### config.mk
export PLATFORM = sky130hd
export DESIGN_NAME = icache_refill_engine
export DESIGN_NICKNAME = d
export VERILOG_FILES = /design/src/rtl/icache_refill_engine.sv
export SDC_FILE = /design/constraint.sdc
export NUM_CORES = 1
export LEC_CHECK = 0
export ABC_AREA = 1
export CORE_UTILIZATION = 51
export DETAILED_ROUTE_END_ITERATION = 10
export GPL_ROUTABILITY_DRIVEN = 0
export GPL_TIMING_DRIVEN = 1
export HOLD_SLACK_MARGIN = 0.06
export PLACE_DENSITY = 0.87
export SYNTH_ARGS = -nofsm -noshare
export SYNTH_HDL_FRONTEND = slang
export SYNTH_SLANG_ARGS = --single-unit
### constraint.sdc
create_clock -name clk -period 3.8 [get_ports clk]
set_input_delay 1.14 -clock clk [delete_from_list [all_inputs] [get_ports clk]]
set_output_delay 1.14 -clock clk [all_outputs]
set_load 0.05 [all_outputs]
### src/rtl/icache_refill_engine.sv
// I-cache line refill engine: pipelined word reads (up to MAX_OUTSTANDING in flight),
// line assembly and single-cycle commit. Define ICACHE_REFILL_CWF_EN for critical-word-first.
module icache_refill_engine #(
    parameter int unsigned ADDR_W          = 32,
    parameter int unsigned LINE_WORDS      = 8,
    parameter int unsigned MAX_OUTSTANDING = 2
) (
    input  logic                     clk,
    input  logic                     resetn,
    input  logic                     miss_req,
    input  logic [ADDR_W-1:0]        miss_addr,
    output logic                     busy,
    output logic                     mem_req,
    output logic [ADDR_W-1:0]        mem_addr,
    input  logic                     mem_addr_ok,
    input  logic                     mem_data_ok,
    input  logic [31:0]              mem_rdata,
    output logic                     line_we,
    output logic [ADDR_W-1:0]        line_addr,
    output logic [LINE_WORDS*32-1:0] line_data,
    output logic                     refill_done,
    output logic                     cpu_word_valid,
    output logic [31:0]              cpu_word,
    output logic                     protocol_err
);

    localparam int unsigned OFF_W  = $clog2(LINE_WORDS);
    localparam int unsigned CNT_W  = $clog2(MAX_OUTSTANDING + 1);
    localparam int unsigned IDX_W  = OFF_W + 1;
    localparam int unsigned BASE_W = ADDR_W - OFF_W - 2;

    typedef enum logic [1:0] {StIdle, StFill, StCommit} state_e;

    state_e                  state_q, state_d;
    logic [BASE_W-1:0]       line_base_q, line_base_d;
    logic [OFF_W-1:0]        crit_q, crit_d;
    logic [IDX_W-1:0]        addr_cnt_q, addr_cnt_d;
    logic [IDX_W-1:0]        data_cnt_q, data_cnt_d;
    logic [CNT_W-1:0]        outst_q, outst_d;
    logic [LINE_WORDS*32-1:0] line_data_q, line_data_d;
    logic                    err_q, err_d;

    logic             accept;
    logic             beat;
    logic [OFF_W-1:0] req_idx;
    logic [OFF_W-1:0] wr_idx;

    logic unused_miss_addr;
    assign unused_miss_addr = ^miss_addr[1:0];

`ifdef ICACHE_REFILL_CWF_EN
    assign req_idx = crit_q + addr_cnt_q[OFF_W-1:0];
    assign wr_idx  = crit_q + data_cnt_q[OFF_W-1:0];
`else
    assign req_idx = addr_cnt_q[OFF_W-1:0];
    assign wr_idx  = data_cnt_q[OFF_W-1:0];
`endif

    assign mem_req = (state_q == StFill) && (addr_cnt_q < IDX_W'(LINE_WORDS)) &&
                     (outst_q < CNT_W'(MAX_OUTSTANDING));
    assign mem_addr = {line_base_q, req_idx, 2'b00};
    assign accept   = mem_req && mem_addr_ok;
    // A beat only counts against a request that is actually in flight.
    assign beat     = (state_q == StFill) && mem_data_ok && (outst_q != '0);

    assign busy         = (state_q != StIdle);
    assign line_we      = (state_q == StCommit);
    assign refill_done  = (state_q == StCommit);
    assign line_addr    = {line_base_q, {(OFF_W + 2){1'b0}}};
    assign line_data    = line_data_q;
    assign protocol_err = err_q;

    always_comb begin
        state_d     = state_q;
        line_base_d = line_base_q;
        crit_d      = crit_q;
        addr_cnt_d  = addr_cnt_q;
        data_cnt_d  = data_cnt_q;
        outst_d     = outst_q;
        line_data_d = line_data_q;
        err_d       = err_q;

        if (mem_data_ok && (outst_q == '0)) begin
            err_d = 1'b1;
        end

        unique case (state_q)
            StIdle: begin
                if (miss_req) begin
                    line_base_d = miss_addr[ADDR_W-1:OFF_W+2];
                    crit_d      = miss_addr[OFF_W+1:2];
                    addr_cnt_d  = '0;
                    data_cnt_d  = '0;
                    outst_d     = '0;
                    state_d     = StFill;
                end
            end
            StFill: begin
                if (accept) begin
                    addr_cnt_d = addr_cnt_q + IDX_W'(1);
                end
                if (beat) begin
                    data_cnt_d = data_cnt_q + IDX_W'(1);
                    for (int unsigned i = 0; i < LINE_WORDS; i++) begin
                        if (wr_idx == OFF_W'(i)) begin
                            line_data_d[i*32 +: 32] = mem_rdata;
                        end
                    end
                end
                unique case ({accept, beat})
                    2'b10:   outst_d = outst_q + CNT_W'(1);
                    2'b01:   outst_d = outst_q - CNT_W'(1);
                    default: outst_d = outst_q;
                endcase
                // Look at the next count so the commit lands one cycle after the last beat.
                if (data_cnt_d == IDX_W'(LINE_WORDS)) begin
                    state_d = StCommit;
                end
            end
            StCommit: begin
                state_d = StIdle;
            end
            default: begin
                state_d = StIdle;
            end
        endcase
    end

    always_ff @(posedge clk or negedge resetn) begin
        if (!resetn) begin
            state_q     <= StIdle;
            line_base_q <= '0;
            crit_q      <= '0;
            addr_cnt_q  <= '0;
            data_cnt_q  <= '0;
            outst_q     <= '0;
            line_data_q <= '0;
            err_q       <= 1'b0;
        end else begin
            state_q     <= state_d;
            line_base_q <= line_base_d;
            crit_q      <= crit_d;
            addr_cnt_q  <= addr_cnt_d;
            data_cnt_q  <= data_cnt_d;
            outst_q     <= outst_d;
            line_data_q <= line_data_d;
            err_q       <= err_d;
        end
    end

`ifdef ICACHE_REFILL_CWF_EN
    // Early restart: forward the first returned beat (the critical word) straight to the core.
    logic        cpu_valid_q, cpu_valid_d;
    logic [31:0] cpu_word_q, cpu_word_d;

    always_comb begin
        cpu_valid_d = beat && (data_cnt_q == '0);
        cpu_word_d  = cpu_word_q;
        if (cpu_valid_d) begin
            cpu_word_d = mem_rdata;
        end
    end

    always_ff @(posedge clk or negedge resetn) begin
        if (!resetn) begin
            cpu_valid_q <= 1'b0;
            cpu_word_q  <= '0;
        end else begin
            cpu_valid_q <= cpu_valid_d;
            cpu_word_q  <= cpu_word_d;
        end
    end

    assign cpu_word_valid = cpu_valid_q;
    assign cpu_word       = cpu_word_q;
`else
    logic [31:0] cpu_word_sel;

    always_comb begin
        cpu_word_sel = '0;
        for (int unsigned i = 0; i < LINE_WORDS; i++) begin
            if (crit_q == OFF_W'(i)) begin
                cpu_word_sel = line_data_q[i*32 +: 32];
            end
        end
    end

    assign cpu_word_valid = (state_q == StCommit);
    assign cpu_word       = cpu_word_sel;
`endif

endmodule
=== Word-level counts from Yosys, hierarchy flattened ===
Cells that the tools add are included.

* Word-level logic and storage cells: 90
* Output and inout bits: 358
* Flip-flop bits (word level): 299
* Bits of input ports: 69

* Multiplexer cells: 20
* Equality and inequality tests: 23
* Add/sub/neg operators: 4
* $lt $le $gt $ge: 2
* Reduce and logical (&&, ||, !) cells: 26

{| class="wikitable"
|+ Operators by type and width
! kind !! count
|-
| 2-to-1 mux 32 bit || 8
|-
| AND reduction 3 bit || 10
|-
| equality test 3 bit (second input constant) || 8
|-
| 2-to-1 mux 4 bit || 4
|-
| one-hot mux 4 bit (2 select lines) || 2
|-
| equality test 3 x 2 -> 1 bit (second input constant) || 4
|-
| one-hot mux 2 bit (2 select lines) || 3
|-
| adder 4 x 1 -> 4 bit (second input constant) || 2
|-
| equality test 3 x 1 -> 1 bit (second input constant) || 2
|-
| logical AND 1 bit || 6
|-
| logical NOT 3 bit || 2
|-
| 2-to-1 mux 2 bit || 3
|-
| AND reduction 2 bit || 3
|-
| nonzero test 2 bit || 3
|-
| equality test 2 x 1 -> 1 bit (second input constant) || 2
|-
| equality test 2 bit (second input constant) || 2
|-
| equality test 4 bit (second input constant) || 1
|-
| logical NOT 2 bit || 2
|-
| < comparator 4 bit (second input constant) || 1
|-
| inequality test 2 bit (second input constant) || 2
|-
| inequality test 3 x 1 -> 1 bit (second input constant) || 1
|-
| adder 2 x 1 -> 2 bit (second input constant) || 1
|-
| < comparator 2 bit (second input constant) || 1
|-
| inequality test 2 x 1 -> 1 bit (second input constant) || 1
|-
| subtractor 2 x 1 -> 2 bit (second input constant) || 1
|}

=== Longest topological paths before layout ===
Gate-level depths: netlist of the first run.

* Depth after elaboration: 9
* Gate-level depth with buffers: 9
* Mapped depth without buffers: 8

=== Least setup slack after synthesis of the first run ===
OpenSTA, ideal clock, no wires.

* Kind: flip-flop to output port
* From: register crit_q[2]
* To: output port cpu_word[22]
* Stages on the path, launching flop included: 8
* Required time: 2.660 ns
* Data arrival time: 1.581 ns
* Setup slack: 1.079 ns
* Cell sequence: dfrtp_1 -> inv_1 -> buf_2 -> clkbuf_1 -> nand4_1 -> nand4_1 -> nor2_1 -> nand4_1

* Longest elaborated chain between the ends: 9

{| class="wikitable"
|+ RTL lines
! item !! line !! RTL
|-
| start, declared || 36 || <nowiki>logic [OFF_W-1:0] crit_q, crit_d;</nowiki>
|-
| start signal, assigned || 142 || <nowiki>crit_q <= crit_d;</nowiki>
|-
| logical NOT 3 bit || 182 || <nowiki>if (crit_q == OFF_W'(i)) begin</nowiki>
|-
| 2-to-1 mux 32 bit (7 in a row) || 182 ||
|-
| 2-to-1 mux 32 bit (*) || 182 ||
|-
| end, declared || 23 || <nowiki>output logic [31:0] cpu_word,</nowiki>
|}

Mark *: on every way between the ends. The rest lies on a longest branch, timed or not.

=== Worst setup path after layout of the first run ===
* From: register crit_q[0]
* To: output port cpu_word[28]

Same word-level chain as after synthesis.

==> flow_summary.json, run 1 <==
{
  "yosys.cell_types.count": 28,
  "syn_area_um2": 13500,
  "cts-htree-levels": 1,
  "worstSetupPathType": "register to primary output",
  "drc_errors": 0,
  "timing.critical_path.fanout_max": 25,
  "synth_area_leaders": "sky130_fd_sc_hd__dfrtp_1, sky130_fd_sc_hd__nand2_1, sky130_fd_sc_hd__nand4_1",
  "r2r_setup_slack_ns": 1.66,
  "ordered_cell_list_for_the_critical_path": "buf_4 > nor2_4 > nand2_2 > buf_12 > nor2_1 > nor2_1 > nand4_1 > buf_12",
  "number_of_standard_cells_after_synthesis": 1565,
  "reg2reg_from": "state_q[1]$_DFFE_PN0P_",
  "top_level_ports": 427,
  "yosys-top-cells-count": "sky130_fd_sc_hd__nand2_1, sky130_fd_sc_hd__dfrtp_1, sky130_fd_sc_hd__o21ai_0, sky130_fd_sc_hd__nand4_1, sky130_fd_sc_hd__o21ai_1",
  "crit-reg2reg-capture": "line_data[214]$_DFFE_PN0P_",
  "ant_nets": 0,
  "clk-insertion-delay-late_ns": 0.56,
  "detailedPlacementHpwl_mm": 31.7,
  "worst_path_largest_cell_delay_ns": 0.37,
  "clk_root_buffer_cell": "sky130_fd_sc_hd__clkbuf_16",
  "drt_first_pass_iters": 6,
  "rows": 59,
  "hold_buffers": 0,
  "timing.final.hold_violations": 0,
  "critical_path.slowest_cell": "sky130_fd_sc_hd__dfrtp_2",
  "cp.required_ns": 2.66,
  "timing_worst_slew_pin_value_ns": 0.925,
  "timing.clock.skew_ns": 0.0253,
  "final_util": 0.733,
  "crit_path_end_kind": "primary output",
  "dominantRegCellSynth": "sky130_fd_sc_hd__dfrtp_1",
  "first_pass_grt_wire_length_mm": 72.4,
  "core_area_um2": 26100,
  "fmaxAchievable_mhz": 269,
  "data_arrival_at_the_endpoint_of_the_critical_path_ns": 2.58,
  "worst_slew_margin_rel": 0.379,
  "viasPerCell": 5.90,
  "count_of_synthesis_stage_warnings_from_yosys": 0,
  "hp-class": "register to register",
  "port_buffers": 417,
  "cts_setup_buffers": 0,
  "run_status": "complete, no violations",
  "synth_enable_flop_cells": 0,
  "cts_repair_resize_count": 0,
  "wl_mm": 47.1,
  "cts_max_path_buffers": 3,
  "cts_tree": "yes",
  "ys_seq_area_frac": 0.553,
  "num_vias": 13463,
  "chipHeight_um": 165,
  "grtUsageTotal": 0.348,
  "layout-drive-gt1-share": 0.0746,
  "startpoint_type": "register",
  "synth.avg_cell_area_um2": 8.64,
  "clkSinkCount": 299,
  "fraction_of_synthesized_cell_area_taken_by_the_top_area_cell_type": 0.553,
  "dr.first_iter.drc_count": 1462,
  "timing.final.crit_period_ns": 3.72,
  "report.final.setup_viol": 0,
  "cap_violations": 0,
  "netlist.top_cell.by_area": "sky130_fd_sc_hd__dfrtp_1",
  "timing.final.crit_share": 0.978,
  "synth-async-reset-ratio": 1.00,
  "post-synth-top-count-cell": "sky130_fd_sc_hd__nand2_1",
  "synth.ff_latch_count": 299,
  "setup_total_negative_slack_ns": 0,
  "initial_utilization": 0.519,
  "grt_overflow": 0,
  "worst_setup_path_startpoint": "crit_q[0]$_DFFE_PN0P_",
  "ff2ff_path_depth": 8,
  "grt_pass1_vias": 13313,
  "clkTransAtPathRegs_ns": 0.06,
  "timing_max_transition_violations_final": 0,
  "grt_antenna_before_repair": 1,
  "hold-worst-slack_ns": 0.503,
  "fill_cells": 1798,
  "maximum_number_of_pins_on_one_net_before_global_route_repair": 95,
  "cts_made_buffers": 31,
  "rsz0062_at_grt": "false",
  "die_x_um": 165,
  "worst_setup_path_endpoint": "cpu_word[28]",
  "design.die.area_um2": 27200,
  "final_net_count": 1995,
  "area.growth.synth_to_final_pct": 41.4,
  "route.detailed.wl_per_inst_um": 20.7
}
[cells in the final DEF (no fill, tap or decap), types with 2 or more instances in the layout]
cell / n
sky130_fd_sc_hd__nand3_1: 47
sky130_fd_sc_hd__o21ai_0: 164
sky130_fd_sc_hd__nand4_1: 162
sky130_fd_sc_hd__o21ai_1: 100
sky130_fd_sc_hd__dfrtp_2: 2
sky130_fd_sc_hd__nor2_4: 3
sky130_fd_sc_hd__clkbuf_16: 31
sky130_fd_sc_hd__clkinv_1: 2
sky130_fd_sc_hd__nor2_1: 73
sky130_fd_sc_hd__clkinv_2: 6
sky130_fd_sc_hd__clkdlybuf4s50_1: 384
sky130_fd_sc_hd__nand3_4: 3
sky130_fd_sc_hd__nand2_4: 2
sky130_fd_sc_hd__inv_1: 78
sky130_fd_sc_hd__nor3_4: 2
sky130_fd_sc_hd__bufinv_16: 2
sky130_fd_sc_hd__clkbuf_8: 9
sky130_fd_sc_hd__inv_2: 2
sky130_fd_sc_hd__buf_12: 41
sky130_fd_sc_hd__nand2_1: 462
sky130_fd_sc_hd__ha_1: 7
sky130_fd_sc_hd__clkbuf_1: 9
sky130_fd_sc_hd__buf_4: 33
sky130_fd_sc_hd__conb_1: 7
sky130_fd_sc_hd__a21oi_1: 2
sky130_fd_sc_hd__nand3_2: 4
sky130_fd_sc_hd__dfrtp_1: 297
sky130_fd_sc_hd__o22ai_1: 3
[worst max-delay path: cells and delay by family, from the launching register on]
kind | cells | cell delay [ns]
simple gates | 5 | 0.81
buf+inv | 3 | 0.83
flops | 1 | 0.37
[stage by stage]
stage          setup slack [ns]  instances  cell area (um^2)
6_report                 0.0837       2280             19100
5_1_grt                  0.0125       2280             19100
4_1_cts                   0.121       2279             19100
3_5_place_dp              0.514       2221             18100
3_3_place_gp              0.691       2221             18100
2_1_floorplan              1.08       1571             13500
[area by class of cell]
class,count,area [um^2],area share
Multi-Input combinational cell,1045,4930,0.258
Inverter,83,314,0.0164
Timing Repair Buffer,459,4930,0.258
Clock buffer,49,933,0.0488
Tap cell,335,419,0.0219
Clock inverter,9,98.8,0.00517
Sequential cell,299,7480,0.392
Antenna cell,1,2.50,0.000131
[registers in the layout, summed over array words and instances (netlist names)]
| signal | cells |
|---|---|
| state_q | 2 |
| data_cnt_q | 4 |
| protocol_err | 1 |
| outst_q | 2 |
| addr_cnt_q | 4 |
| crit_q | 3 |
| line_data | 256 |
| line_base_q | 27 |
[how the worst min path moves through the flow]
stage / start / end / slack (ns) / depth (start not counted)
floorplan: outst_q[0]$_DFFE_PN0P_ / outst_q[0]$_DFFE_PN0P_ / 0.49 / 2
global placement: protocol_err$_DFFE_PN0P_ / protocol_err$_DFFE_PN0P_ / 0.48 / 1
detailed placement: protocol_err$_DFFE_PN0P_ / protocol_err$_DFFE_PN0P_ / 0.49 / 1
CTS: protocol_err$_DFFE_PN0P_ / protocol_err$_DFFE_PN0P_ / 0.50 / 1
global route: protocol_err$_DFFE_PN0P_ / protocol_err$_DFFE_PN0P_ / 0.51 / 1
finish: protocol_err$_DFFE_PN0P_ / protocol_err$_DFFE_PN0P_ / 0.50 / 1
[routing by layer]
layer	wire length, um	track usage	up-vias	share of wire
met5	0	0	-	0
met4	2700	0.201	0	0.057
met3	5000	0.0819	203	0.11
met2	22500	0.570	936	0.48
met1	16900	0.421	6407	0.36
li1	-	-	5917	-
[cells by family (layout without fill, tap and decap cells)]
kind of cell / Yosys count / after routing / synth area share
AO/OA/AOI/OAI: 270 / 270 / 0.100
AND/OR/NAND/NOR: 761 / 761 / 0.254
flip-flops: 299 / 299 / 0.553
other: 1 / 8 / 0.000277
buffers and inverters: 227 / 600 / 0.0852
adder cells (fa/ha/maj): 7 / 7 / 0.00648
Power of run 1 is not shown: default switching activity piles up to over one toggle a cycle in this logic, so the estimate is an artifact.
==> run 2, diff against run 1 <==
==> constraint.sdc (replaced) <==
create_clock -name clk -period 3.8 [get_ports clk]
set_input_delay 0.95 -clock clk [delete_from_list [all_inputs] [get_ports clk]]
set_output_delay 0.95 -clock clk [all_outputs]
set_load 0.05 [all_outputs]
==> run 2 against run 1 <==
Critical path depth decreased by 2. Largest cell class unchanged. Highest routed layer unchanged. Wire length hardly changed. Worst setup slack gained 0.038 ns. Design area about the same. Non-clock buffer count shrank 7. First-iteration DRC count down 21%. Die area stayed put. Core utilization about the same. Flip-flop and latch count did not move.
==> flow_summary.json, run 2 (synthesis gave the netlist of run 1 again) <==
{
  "cts_max_path_buffers": 3,
  "layout.cell_area.non_filler_um2": 19100,
  "port_buffers": 417,
  "route.detailed.wl_per_inst_um": 20.7,
  "detailedPlacementHpwl_mm": 31.1,
  "grt_antenna_before_repair": 1,
  "top_level_ports": 427,
  "final-instance-count-excl-fill": 2272,
  "cts-htree-levels": 1,
  "report.final.setup_viol": 0,
  "clk_root_buffer_cell": "sky130_fd_sc_hd__clkbuf_16",
  "rsz0062_at_grt": "false",
  "timing.final.crit_period_ns": 3.68,
  "final_net_count": 1988,
  "design.die.area_um2": 27200,
  "numPlacedInstances": 2210,
  "dr.first_iter.drc_count": 1158,
  "area.growth.synth_to_final_pct": 41.4,
  "hold_buffers": 0,
  "core_area_um2": 26100,
  "first_pass_grt_wire_length_mm": 71.6,
  "r2r_setup_slack_ns": 1.57,
  "grtUsageTotal": 0.344,
  "data_arrival_at_the_endpoint_of_the_critical_path_ns": 2.73,
  "cap_violations": 0,
  "most_frequent_standard_cell_in_the_layout_excluding_fill_and_tap_cells": "sky130_fd_sc_hd__nand2_1",
  "timing_worst_slew_pin_value_ns": 0.849,
  "final_cell_mix": "sky130_fd_sc_hd__nand2_1, sky130_fd_sc_hd__clkdlybuf4s50_1, sky130_fd_sc_hd__dfrtp_1",
  "worst_slew_margin_rel": 0.434,
  "viasPerCell": 5.88,
  "timing.final.hold_violations": 0,
  "grt_overflow": 0,
  "crit_path_end_kind": "primary output",
  "timing_max_transition_violations_final": 0,
  "num_vias": 13369,
  "clkTransAtPathRegs_ns": 0.06,
  "clk-insertion-delay-late_ns": 0.56,
  "setup_total_negative_slack_ns": 0,
  "cp.required_ns": 2.85,
  "rows": 59,
  "drt_first_pass_iters": 6,
  "run_status": "complete, no violations",
  "cts_made_buffers": 31,
  "largest_register_ff_count": 256,
  "wl_mm": 47.1,
  "hp-class": "primary input to async pin",
  "layout-drive-gt1-share": 0.0718,
  "initial_utilization": 0.519,
  "chipHeight_um": 165,
  "drc_errors": 0,
  "hold-worst-slack_ns": 0.460,
  "clkSinkCount": 299,
  "cts_tree": "yes",
  "timing.final.crit_share": 0.968,
  "startpoint_type": "register",
  "die_x_um": 165,
  "fill_cells": 1802,
  "timing.clock.skew_ns": 0.0101,
  "grt_pass1_vias": 13242,
  "placement.cell_area_um2": 18000,
  "timing.critical_path.fanout_max": 28,
  "ant_nets": 0,
  "fmaxAchievable_mhz": 272,
  "worstSetupPathType": "register to primary output",
  "maximum_number_of_pins_on_one_net_before_global_route_repair": 105
}
## run 2: cell count changes in the layout (fill, tap and decap cells not counted), sizes merged
cell,before,now
clkbuf,49,43
buf,75,68
bufinv,2,5
clkinvlp,0,2
## run 2: layer usage
metal | up-vias | global-route usage | part of all wire
met3 | 178 | 0.0703 | 0.10
met4 | 0 | 0.180 | 0.052
met5 | - | 0 | 0
li1 | 5901 | - | -
met1 | 6406 | 0.409 | 0.36
met2 | 884 | 0.588 | 0.49
## run 2: critical path: stages, from the launching register on
cell and delay (ns):
sky130_fd_sc_hd__dfrtp_4 0.66, sky130_fd_sc_hd__inv_2 0.26, sky130_fd_sc_hd__nor3_2 0.24, sky130_fd_sc_hd__buf_4 0.41, sky130_fd_sc_hd__nand2_1 0.13, sky130_fd_sc_hd__nand4_1 0.26, sky130_fd_sc_hd__buf_12 0.18
## run 2: timing repair
item | 4_1_cts | 5_1_grt
buffers inserted | 0 | 4
endpoints found under the setup margin | 0 | 27
gates resized for setup | 0 | 1
## run 2: cell type report
cell class / instances / area [um^2] / share of cell area
multi-input combinational: 1045 / 4930 / 0.258
antenna: 1 / 2.50 / 0.000131
timing repair buffer: 452 / 4890 / 0.256
sequential: 299 / 7490 / 0.392
clock inverter: 14 / 204 / 0.0107
tap: 335 / 419 / 0.0219
inverter: 83 / 314 / 0.0164
clock buffer: 43 / 871 / 0.0455
## run 2: worst paths after layout
kind | start | end | cells after the start
min in group clk | protocol_err$_DFFE_PN0P_ | protocol_err$_DFFE_PN0P_ | 1
setup / recovery | crit_q[0]$_DFFE_PN0P_ | cpu_word[28] | 6
hold reg to reg | protocol_err$_DFFE_PN0P_ | protocol_err$_DFFE_PN0P_ | 1
setup reg to reg | state_q[1]$_DFFE_PN0P_ | line_data[194]$_DFFE_PN0P_ | 7
hold / removal | resetn | line_data[207]$_DFFE_PN0P_ | 1
max in group asynchronous | resetn | line_data[184]$_DFFE_PN0P_ | 2
## run 2: through the flow
step                      worst slack (ns)  utilization
after floorplan                       1.27            -
after global placement               0.605        0.691
after detailed placement             0.644        0.691
after CTS                           0.0167        0.732
after global routing                0.0522        0.734
final                                0.122        0.734
Power of run 2 is left out for the same reason.
